## config.mk

```make
export PLATFORM = sky130hd
export DESIGN_NAME = comparator_tree128
export DESIGN_NICKNAME = d
export VERILOG_FILES = /design/src/rtl/comparator_tree128.sv
export SDC_FILE = /design/constraint.sdc
export NUM_CORES = 1
export LEC_CHECK = 0
export BUFFER_PORTS_ARGS = -buffer_cell sky130_fd_sc_hd__buf_2
export CORE_AREA = 2 2 102 104
export DETAILED_ROUTE_END_ITERATION = 10
export DIE_AREA = 0 0 104 106
export GPL_TIMING_DRIVEN = 0
export PLACE_DENSITY = 0.81
export SETUP_SLACK_MARGIN = 0.1
export SLEW_MARGIN = 20
export SYNTH_ARGS = -nofsm -noshare
export SYNTH_HDL_FRONTEND = slang
export SYNTH_SLANG_ARGS = --single-unit
```

## constraint.sdc

```tcl
create_clock -name clk -period 0.8 [get_ports clk]
set_input_delay 0.04 -clock clk [delete_from_list [all_inputs] [get_ports clk]]
set_output_delay 0.04 -clock clk [all_outputs]
set_load 0.005 [all_outputs]
```

## src/rtl/comparator_tree128.sv

```systemverilog
// comparator_tree128: registered 128-bit EQ / signed LT / unsigned LT flags from a 7-level merge tree.
// Build option COMPARATOR_TREE128_PIPE_EN adds a register stage after merge level 4 (latency 2).
module comparator_tree128 (
    input  logic         clk,
    input  logic         reset,
    input  logic [127:0] op1,
    input  logic [127:0] op2,
    output logic         EQ,
    output logic         LT,
    output logic         LTu
);
    // Heap-ordered nodes: level k starts at 256 - (256 >> k) with 128 >> k cells; root at 254.
    logic [254:0] e_n, l_n;
    logic [7:0]   e4_src, l4_src;
    logic         sgn_src;
    logic         eq_d, lt_d, ltu_d;
    logic         eq_q, lt_q, ltu_q;

    assign e_n[127:0] = ~(op1 ^ op2);
    assign l_n[127:0] = ~op1 & op2;

`ifdef COMPARATOR_TREE128_PIPE_EN
    logic [7:0] e4_q, l4_q;
    logic       sgn_q;

    always_ff @(posedge clk or posedge reset) begin
        if (reset) begin
            e4_q  <= '0;
            l4_q  <= '0;
            sgn_q <= 1'b0;
        end else begin
            e4_q  <= e_n[247:240];
            l4_q  <= l_n[247:240];
            sgn_q <= op1[127] ^ op2[127];
        end
    end

    assign e4_src  = e4_q;
    assign l4_src  = l4_q;
    assign sgn_src = sgn_q;
`else
    assign e4_src  = e_n[247:240];
    assign l4_src  = l_n[247:240];
    assign sgn_src = op1[127] ^ op2[127];
`endif

    genvar k, j;
    generate
        for (k = 1; k <= 7; k++) begin : g_lvl
            localparam int N   = 128 >> k;
            localparam int OFF = 256 - (256 >> k);
            localparam int CH  = 256 - (512 >> k);
            for (j = 0; j < N; j++) begin : g_cell
                logic eh, lh, el, ll;
                if (k == 5) begin : g_src_stage
                    assign eh = e4_src[2*j+1];
                    assign lh = l4_src[2*j+1];
                    assign el = e4_src[2*j];
                    assign ll = l4_src[2*j];
                end else begin : g_src_tree
                    assign eh = e_n[CH+2*j+1];
                    assign lh = l_n[CH+2*j+1];
                    assign el = e_n[CH+2*j];
                    assign ll = l_n[CH+2*j];
                end
                assign e_n[OFF+j] = eh & el;
                assign l_n[OFF+j] = lh | (eh & ll);
            end
        end
    endgenerate

    // Differing sign bits can never be equal, so flipping the unsigned order keeps EQ=1 -> LT=0.
    assign eq_d  = e_n[254];
    assign ltu_d = l_n[254];
    assign lt_d  = l_n[254] ^ sgn_src;

    always_ff @(posedge clk or posedge reset) begin
        if (reset) begin
            eq_q  <= 1'b0;
            lt_q  <= 1'b0;
            ltu_q <= 1'b0;
        end else begin
            eq_q  <= eq_d;
            lt_q  <= lt_d;
            ltu_q <= ltu_d;
        end
    end

    assign EQ  = eq_q;
    assign LT  = lt_q;
    assign LTu = ltu_q;
endmodule

```

==> results by group, run 1 <==
Detailed routing
  – Vias per cell: 4.80
  – Post-DRT Antenna Nets: 0
  – Vias: 4232
  – Drt wl/cell: 12.6 µm
  – DRC: 0
  – Drt pass-1 iters: 4
  – Routed WL: 11.1 mm
  – DRT iter0 DRCs: 77

Logic synthesis
  – Top cells by count, synth: inv_1, ha_1, a21oi_1
  – Top_reg_cell synth: dfrtp_1
  – Synthesized area: 3400 µm²
  – Yosys warns: 0
  – Number of synthesized register bits: 3
  – Count leader, synth: inv_1
  – Number of synthesized flops with an enable pin: 0
  – Syn Inst Count: 473
  – Number of library cell types mapped by synthesis: 40
  – Synth async-reset ratio: 1.00
  – Syn_area_per_cell: 7.18 µm²
  – Cell taking the most area after synthesis: ha_1
  – Yosys top cell area share: 0.472
  – Leading post-synthesis cells by cell area: ha_1, inv_1, a21oi_1
  – Seq/Total Area, Yosys: 0.0221
  – Syn Nets: 859

STA
  – Worst slew pin tran: 465 ps
  – Max Slew Vio Count: 0
  – Fin crit share: 2.15
  – Min Tclk post-route: 1720 ps
  – Fmax: 581 MHz
  – Final Setup Violations: 3
  – Setup WS post-layout: -923 ps
  – Final Hold Vio Count: 0
  – Final TNS setup: -2280 ps
  – Slew HR: 0.688
  – RSZ-0062 raised after global routing: true

Power
  – Static leakage: 0.00335 µW
  – Sw Share: 0.415
  – Pwr Density: 571 nW/µm²
  – Max VDD drop: 0.461 mV
  – Seq pwr share: 0.052
  – Internal power: 1960 µW
  – Clock power share: 0.129
  – Combinational share of power: 0.819
  – Sw Pwr: 1390 µW

Die
  – Row count: 37
  – Core ar.: 10000 µm²
  – Initial Util: 0.340
  – DIE AREA: 11000 µm²
  – Die Width: 104 µm
  – Chip Height: 106 µm
  – Top-Level Pins: 261

Worst hold path
  – Hold Crit Class: input port to flip-flop

Layout
  – Non-Filler Instances: 881
  – Cell area after layout: 5870 µm²
  – Area Overhead vs Synth: 72.8%
  – # diodes: 0
  – Nets@finish: 1132
  – Share of layout cells above drive strength 1: 0.505

Clocking
  – CTS tree: built
  – Reg clk slew, reported paths: 30 ps
  – H-tree levels: 1
  – Clock sink total: 3
  – Clk buf depth: 2
  – Total CTS buffers: 3
  – Root Buffer: clkbuf_8

Flow run
  – Max Cap Viol: 0

Outcome
  – Violated checks: negative setup slack
  – Status: finished with violations

Worst setup path
  – Critical Path AT: 1810 ps
  – Setup Crit Path Kind: input port to flip-flop
  – CP Data Required Time: 890 ps
  – Setup crit end kind: flip-flop
  – Crit-path max FO: 2
  – Startpoint types: input port

Placement
  – Placed Instance Area: 5230 µm²
  – PortBufs: 260
  – Global placer's final weighted congestion: 0.853
  – DP Cell Count: 869
  – Post-detail-place hpwl: 9.99 mm

GRT
  – Global-route usage over all layers: 0.192
  – First-pass GRT wire length: 17.6 mm
  – Vias in the first global route: 4316
  – Initial antenna violation count: 0
  – Largest net degree at the start of global routing: 5
  – Grt ovf: 0
[area by class of cell]
class                      instances  area [µm²]
fill                             896        4130
sequential                         3        75.1
inverter                         136         543
tap                              136         170
clock buffer                       4        45.0
timing repair buffer             268        1490
multi-input combinational        334        3550
[cells by family after synthesis]
group           Yosys count  synth area share
xor+xnor                  1           0.00258
simple gates            106             0.174
flops                     3            0.0221
compound gates           99             0.179
fa+ha+maj               128             0.472
buf+inv                 136             0.150
[worst paths after layout]
kind | startpoint | endpoint | slack [ps] | depth (start not counted)
max | op1[13] | LT$_DFF_PP0_ | -920 | 10
min | op2[127] | LT$_DFF_PP0_ | 170 | 3
max in group asynchronous | reset | LTu$_DFF_PP0_ | 420 | 3
min in group asynchronous | reset | LT$_DFF_PP0_ | 250 | 3
[what timing repair did]
action                                 in CTS  in global routing
resized for setup                          27                 53
hold buffers                                1                  0
pin swaps                                  21                 41
setup endpoints to repair                   6                  6
buffers inserted                            2                  5
endpoints found under the hold margin       3                  0
[critical path, stage by stage]
cell and delay [ps]:
buf_2 100, inv_2 60, ha_4 190, a21o_1 160
a21o_1 180, a221oi_4 340, a211oi_4 120, nor4_4 340
o211ai_2 130, xnor2_1 140
[power by group through the flow]
stage	Sequential, µW	Combinational (µW)	Clock [µW]
final	174	2740	433
after global routing	175	3110	473
after CTS	174	2500	445
after detailed placement	176	2370	0
after global placement	175	2300	0
after floorplan	179	1310	0
[per-layer routing]
metal  up-vias  part of all wire  global-route usage
met5         -                 0                   0
met4         0             0.017              0.0560
met1      1849              0.37               0.183
met2       173              0.55               0.406
met3        16             0.069              0.0405
li1       2194                 -                   -
[metrics by stage]
step | util | setup WS [ps] | power [µW] | hold WS [ps]
global route | 0.587 | -1030 | 3760 | 190
floorplan | - | -846 | 1490 | -206
CTS | 0.550 | -993 | 3120 | 183
global placement | 0.523 | -1440 | 2480 | -92.5
detailed placement | 0.523 | -1480 | 2550 | -92.3
finish | 0.587 | -923 | 3350 | 171
[flip-flops by register name, indices dropped and copies added (netlist names)]
register,flops
LTu,1
LT,1
EQ,1
[layout by cell type, fill, tap and decap left out, drive strengths merged, types with 2 or more instances in the layout]
cell type and instances:
buf 267, o21ai 19, nand4 27, nor4 8, ha 128, a211oi 4, a21oi 51, a221o 2
dfrtp 3, nand2 39, and4 3, inv 136, nand3 11, and2 2, nor3 7, nor2 5
a21o 5, o211ai 3, a221oi 9, clkbuf 4
Note: power is estimated with default switching activity, not from simulation.
==> run 2, diff against run 1 <==
--- a/config.mk
+++ b/config.mk
@@ -7,6 +7,7 @@
 export LEC_CHECK = 0
 export BUFFER_PORTS_ARGS = -buffer_cell sky130_fd_sc_hd__buf_2
 export CORE_AREA = 2 2 102 104
+export CTS_BUF_LIST = sky130_fd_sc_hd__clkbuf_2
 export DETAILED_ROUTE_END_ITERATION = 10
 export DIE_AREA = 0 0 104 106
 export GPL_TIMING_DRIVEN = 0
==> run 2 against run 1 <==
The run still ends with negative setup slack left. Clock power down 51%. Sequential power about the same. Routed wire length up 0.11%. Worst setup slack worse by 15 ps. Flip-flop and latch count unchanged. Hold slack better by 6.7 ps. Combinational power about the same. Cell count unchanged. Fmax down 0.88%. Total power down 6.5%. Utilization down 0.25 points. Largest power group unchanged.
==> results by group, run 2 (same netlist as run 1, synthesis figures left out) <==
Worst setup path
  – Setup crit end kind: flip-flop
  – Crit path from: op1[24]
  – Setup Crit Path Kind: input port to flip-flop
  – Startpoint types: input port
  – Critical Path AT: 1820 ps
  – CP Data Required Time: 890 ps
  – Crit-path max FO: 3

GRT
  – Vias in the first global route: 4309
  – Grt ovf: 0
  – First-pass GRT wire length: 17.6 mm
  – Global-route usage over all layers: 0.192
  – Initial antenna violation count: 0
  – Largest net degree at the start of global routing: 5

Power
  – Max VDD drop: 0.289 mV
  – Internal power: 1750 µW
  – Pwr Density: 536 nW/µm²
  – Clock power share: 0.068
  – Seq pwr share: 0.055
  – Static leakage: 0.00334 µW
  – Sw Share: 0.441
  – Sw Pwr: 1380 µW
  – Final Power: 3130 µW
  – Combinational share of power: 0.876

Worst hold path
  – Min-delay src: op2[127]
  – Hold Crit Class: input port to flip-flop

Die
  – Top-Level Pins: 261
  – Chip Height: 106 µm
  – Die Width: 104 µm
  – DIE AREA: 11000 µm²
  – Core ar.: 10000 µm²
  – Row count: 37
  – Initial Util: 0.340

Placement
  – DP Worst Slack: -1480 ps
  – DP Cell Count: 869
  – PortBufs: 260
  – Global placer's final weighted congestion: 0.853
  – Post-detail-place hpwl: 9.99 mm

STA
  – Final Hold Vio Count: 0
  – Final Setup Violations: 3
  – Slew HR: 0.688
  – Worst hold slack: 178 ps
  – Fmax: 575 MHz
  – RSZ-0062 raised after global routing: true
  – Worst slew pin tran: 465 ps
  – Min Tclk post-route: 1740 ps
  – Fin crit share: 2.17
  – Max Slew Vio Count: 0
  – Setup WS post-layout: -938 ps

Flow run
  – Max Cap Viol: 0

Outcome
  – Violated checks: negative setup slack
  – Status: finished with violations

Clocking
  – CTS tree: built
  – Root Buffer: clkbuf_2
  – Total CTS buffers: 3
  – Clk buf depth: 2
  – Reg clk slew, reported paths: 40 ps
  – Clock sink total: 3
  – H-tree levels: 1

Detailed routing
  – DRT iter0 DRCs: 80
  – DRC: 0
  – Vias: 4235
  – Vias per cell: 4.81
  – Post-DRT Antenna Nets: 0
  – Drt wl/cell: 12.6 µm
  – Drt pass-1 iters: 4
  – Routed WL: 11.1 mm

Layout
  – Share of layout cells above drive strength 1: 0.506
  – Most frequent cells in the layout: buf_2, inv_1, ha_1
  – Area Overhead vs Synth: 72.0%
  – Most common cell after layout, fill and taps aside: buf_2
  – # diodes: 0
  – FILL cells: 897
  – Nets@finish: 1132
  – Non-Filler Instances: 881
  – Final core utilization: 0.584
==> run 2: cell counts in the layout (fill, tap and decap cells not counted) <==
Identical to the previous run, type by type.
==> run 2: critical path: stages <==
cell and delay, ps:
buf_2 80, inv_1 30, ha_1 280, nand4_1 100
buf_6 130, nor3_4 50, a211oi_2 320, o32ai_4 140
nor4_4 370, o211ai_2 130, xnor2_1 140
==> run 2: timing repair <==
action | 4_1_cts | 5_1_grt
endpoints found under the hold margin | 3 | 0
pin swaps | 21 | 40
buffers inserted | 2 | 5
gates resized for setup | 27 | 53
setup endpoints to repair | 6 | 6
hold buffers | 1 | 0
==> run 2: power groups by stage <==
stage	clock (µW)	sequential, µW	combinational, µW
5_1_grt	247	175	3110
3_3_place_gp	0	175	2300
6_report	214	173	2740
2_1_floorplan	0	179	1310
4_1_cts	224	173	2500
3_5_place_dp	0	176	2370
==> run 2: worst paths after layout <==
check                      slack, ps  cells past startpoint            end
min in group asynchronous        260                      3  LTu$_DFF_PP0_
max in group asynchronous        410                      3   EQ$_DFF_PP0_
worst min-delay path             180                      3   LT$_DFF_PP0_
worst max-delay path            -940                     11   LT$_DFF_PP0_
==> run 2: layer usage <==
| metal | up-vias | global-route usage | part of all wire |
|---|---|---|---|
| met5 | - | 0 | 0 |
| met4 | 0 | 0.0531 | 0.016 |
| met3 | 14 | 0.0423 | 0.069 |
| met2 | 173 | 0.406 | 0.55 |
| met1 | 1856 | 0.183 | 0.37 |
| li1 | 2192 | - | - |
==> run 2: final cells by class <==
cell class	instances	area, µm²	share of cell area
tap	136	170	0.0291
clock buffer	4	20.0	0.00343
multi-input combinational	334	3550	0.607
timing repair buffer	268	1490	0.254
sequential	3	75.1	0.0129
inverter	136	543	0.0930
==> run 2: metrics by stage <==
step	cell area (µm²)	setup TNS (ps)
after global routing	5840	-2540
after CTS	5470	-2480
after global placement	5230	-3680
final	5840	-2320
after floorplan	3760	-2070
after detailed placement	5230	-3830
==> run 3, diff against run 2 <==
--- a/config.mk
+++ b/config.mk
@@ -7,7 +7,8 @@
 export LEC_CHECK = 0
 export BUFFER_PORTS_ARGS = -buffer_cell sky130_fd_sc_hd__buf_2
 export CORE_AREA = 2 2 102 104
-export CTS_BUF_LIST = sky130_fd_sc_hd__clkbuf_2
+export CTS_BUF_LIST = sky130_fd_sc_hd__clkbuf_16
+export CTS_CLUSTER_SIZE = 30
 export DETAILED_ROUTE_END_ITERATION = 10
 export DIE_AREA = 0 0 104 106
 export GPL_TIMING_DRIVEN = 0
==> run 3 against run 2 <==
The flow still finishes with violations (negative setup slack). Flip-flop and latch count unchanged. Via count about the same. Combinational power about the same. Critical path type unchanged. First-iteration DRC count rose by 2.5%. Count of clock-buffer cells in the layout down 1. Worst setup slack improved by 20 ps. Largest power group unchanged. Sequential share of layout area barely moved. Final area grew 1.0%. Fmax up 1.1%. Clock power rose to 3.6 times the previous value.
==> results by group, run 3 (same netlist as run 1, synthesis figures left out) <==
Outcome
  – Status: finished with violations
  – Violated checks: negative setup slack

Clocking
  – Root Buffer: clkbuf_16
  – Clock sink total: 3
  – Total CTS buffers: 3
  – H-tree levels: 1
  – CTS tree: built
  – Reg clk slew, reported paths: 30 ps
  – Clk buf depth: 2

Worst setup path
  – Critical Path AT: 1820 ps
  – Slowest CP cell: nor4_4
  – CP Data Required Time: 900 ps
  – Crit-path max FO: 2
  – Startpoint types: input port
  – Most used cell, CP: a21o_1
  – Setup Crit Path Kind: input port to flip-flop
  – Max incr delay on CP: 350 ps
  – Crit-path cells: buf_2, inv_2, ha_4, a21o_1, a21o_1, a221oi_4, a211oi_4, nor4_4, o211ai_2, xnor2_1
  – Setup crit end kind: flip-flop

Layout
  – Nets@finish: 1132
  – # diodes: 0
  – Share of layout cells above drive strength 1: 0.505
  – Most common cell after layout, fill and taps aside: buf_2
  – Most frequent cells in the layout: buf_2, inv_1, ha_1
  – Final core utilization: 0.590
  – Area Overhead vs Synth: 73.8%
  – Cell area after layout: 5900 µm²

Worst hold path
  – WHS Endpoint: LT$_DFF_PP0_
  – Min-delay src: op2[127]
  – Hold Crit Depth: 3
  – Hold Crit Class: input port to flip-flop

Flow run
  – Max Cap Viol: 0

Detailed routing
  – Drt wl/cell: 12.6 µm
  – Post-DRT Antenna Nets: 0
  – Vias per cell: 4.80
  – Drt pass-1 iters: 4
  – Vias: 4233
  – DRC: 0
  – DRT iter0 DRCs: 82
  – Routed WL: 11.1 mm

Placement
  – Global placer's final weighted congestion: 0.853
  – Post-detail-place hpwl: 9.99 mm
  – PortBufs: 260
  – DP Worst Slack: -1480 ps
  – Placed Instance Area: 5230 µm²

Die
  – Row count: 37
  – Chip Height: 106 µm
  – Top-Level Pins: 261
  – DIE AREA: 11000 µm²
  – Core ar.: 10000 µm²
  – Initial Util: 0.340
  – Die Width: 104 µm

STA
  – Slew HR: 0.688
  – Final Hold Vio Count: 0
  – Min Tclk post-route: 1720 ps
  – RSZ-0062 raised after global routing: true
  – Fmax: 582 MHz
  – Final Setup Violations: 3
  – Fin crit share: 2.15
  – Worst slew pin tran: 465 ps
  – Setup WS post-layout: -918 ps
  – Worst hold slack: 163 ps
  – Max Slew Vio Count: 0

Power
  – Final Power: 3690 µW
  – Static leakage: 0.00337 µW
  – Pwr Density: 625 nW/µm²
  – Max VDD drop: 0.684 mV

GRT
  – Largest net degree at the start of global routing: 5
  – First-pass GRT wire length: 17.5 mm
  – Vias in the first global route: 4313
  – Global-route usage over all layers: 0.191
  – Initial antenna violation count: 0
  – Grt ovf: 0
-- run 3: cell types whose count changed in the layout (fill, tap and decap cells not counted) --
cell       change
inv_1          +1
clkbuf_2       -4
clkbuf_16      +3
-- run 3: worst max-delay path: cells and delay by family --
kind,cells,cell delay (ps)
compound gates,5,930
xor+xnor,1,140
simple gates,1,350
buf+inv,2,160
fa+ha+maj,1,190
-- run 3: routing by layer --
layer | routed length, µm | track usage | part of all wire | vias to the layer above
met5 | 0 | 0 | 0 | -
met4 | 169 | 0.0502 | 0.015 | 0
met3 | 778 | 0.0405 | 0.070 | 14
met2 | 6090 | 0.406 | 0.55 | 175
met1 | 4060 | 0.183 | 0.37 | 1852
li1 | - | - | - | 2192
-- run 3: worst max path at each step --
stage / startpoint / end / cells after the start / slack (ps)
3_3_place_gp: op1[26] / LT$_DFF_PP0_ / 10 / -1440
4_1_cts: op1[42] / LT$_DFF_PP0_ / 10 / -990
3_5_place_dp: op1[25] / LT$_DFF_PP0_ / 10 / -1480
5_1_grt: op1[21] / LT$_DFF_PP0_ / 10 / -1020
2_1_floorplan: op2[45] / LT$_DFF_PP0_ / 8 / -850
6_report: op1[13] / LT$_DFF_PP0_ / 10 / -920
-- run 3: what timing repair did --
action                                  4_1_cts  5_1_grt
endpoints found under the setup margin        6        6
pin swaps                                    21       41
hold endpoints to repair                      3        0
setup buffers                                 2        5
hold buffers                                  1        0
gates resized for setup                      27       53
gates cloned                                  0        0
-- run 3: final cells by class --
class	instances	area [µm²]
clock buffer	3	75.1
multi-input combinational	334	3550
fill	891	4100
tap	136	170
inverter	136	543
timing repair buffer	268	1490
clock inverter	1	3.75
sequential	3	75.1
-- run 3: stage by stage --
stage          std cells  setup TNS [ps]
3_5_place_dp         869           -3830
2_1_floorplan        473           -2070
6_report             881           -2260
5_1_grt              881           -2580
3_3_place_gp         869           -3680
4_1_cts              876           -2470
-- run 3: power breakdown --
part,internal (µW),switching [µW],total [µW],leakage [µW]
clock,644,129,773,0.0000423
combinational,1450,1290,2740,0.00329
sequential,170,3.55,174,0.0000378
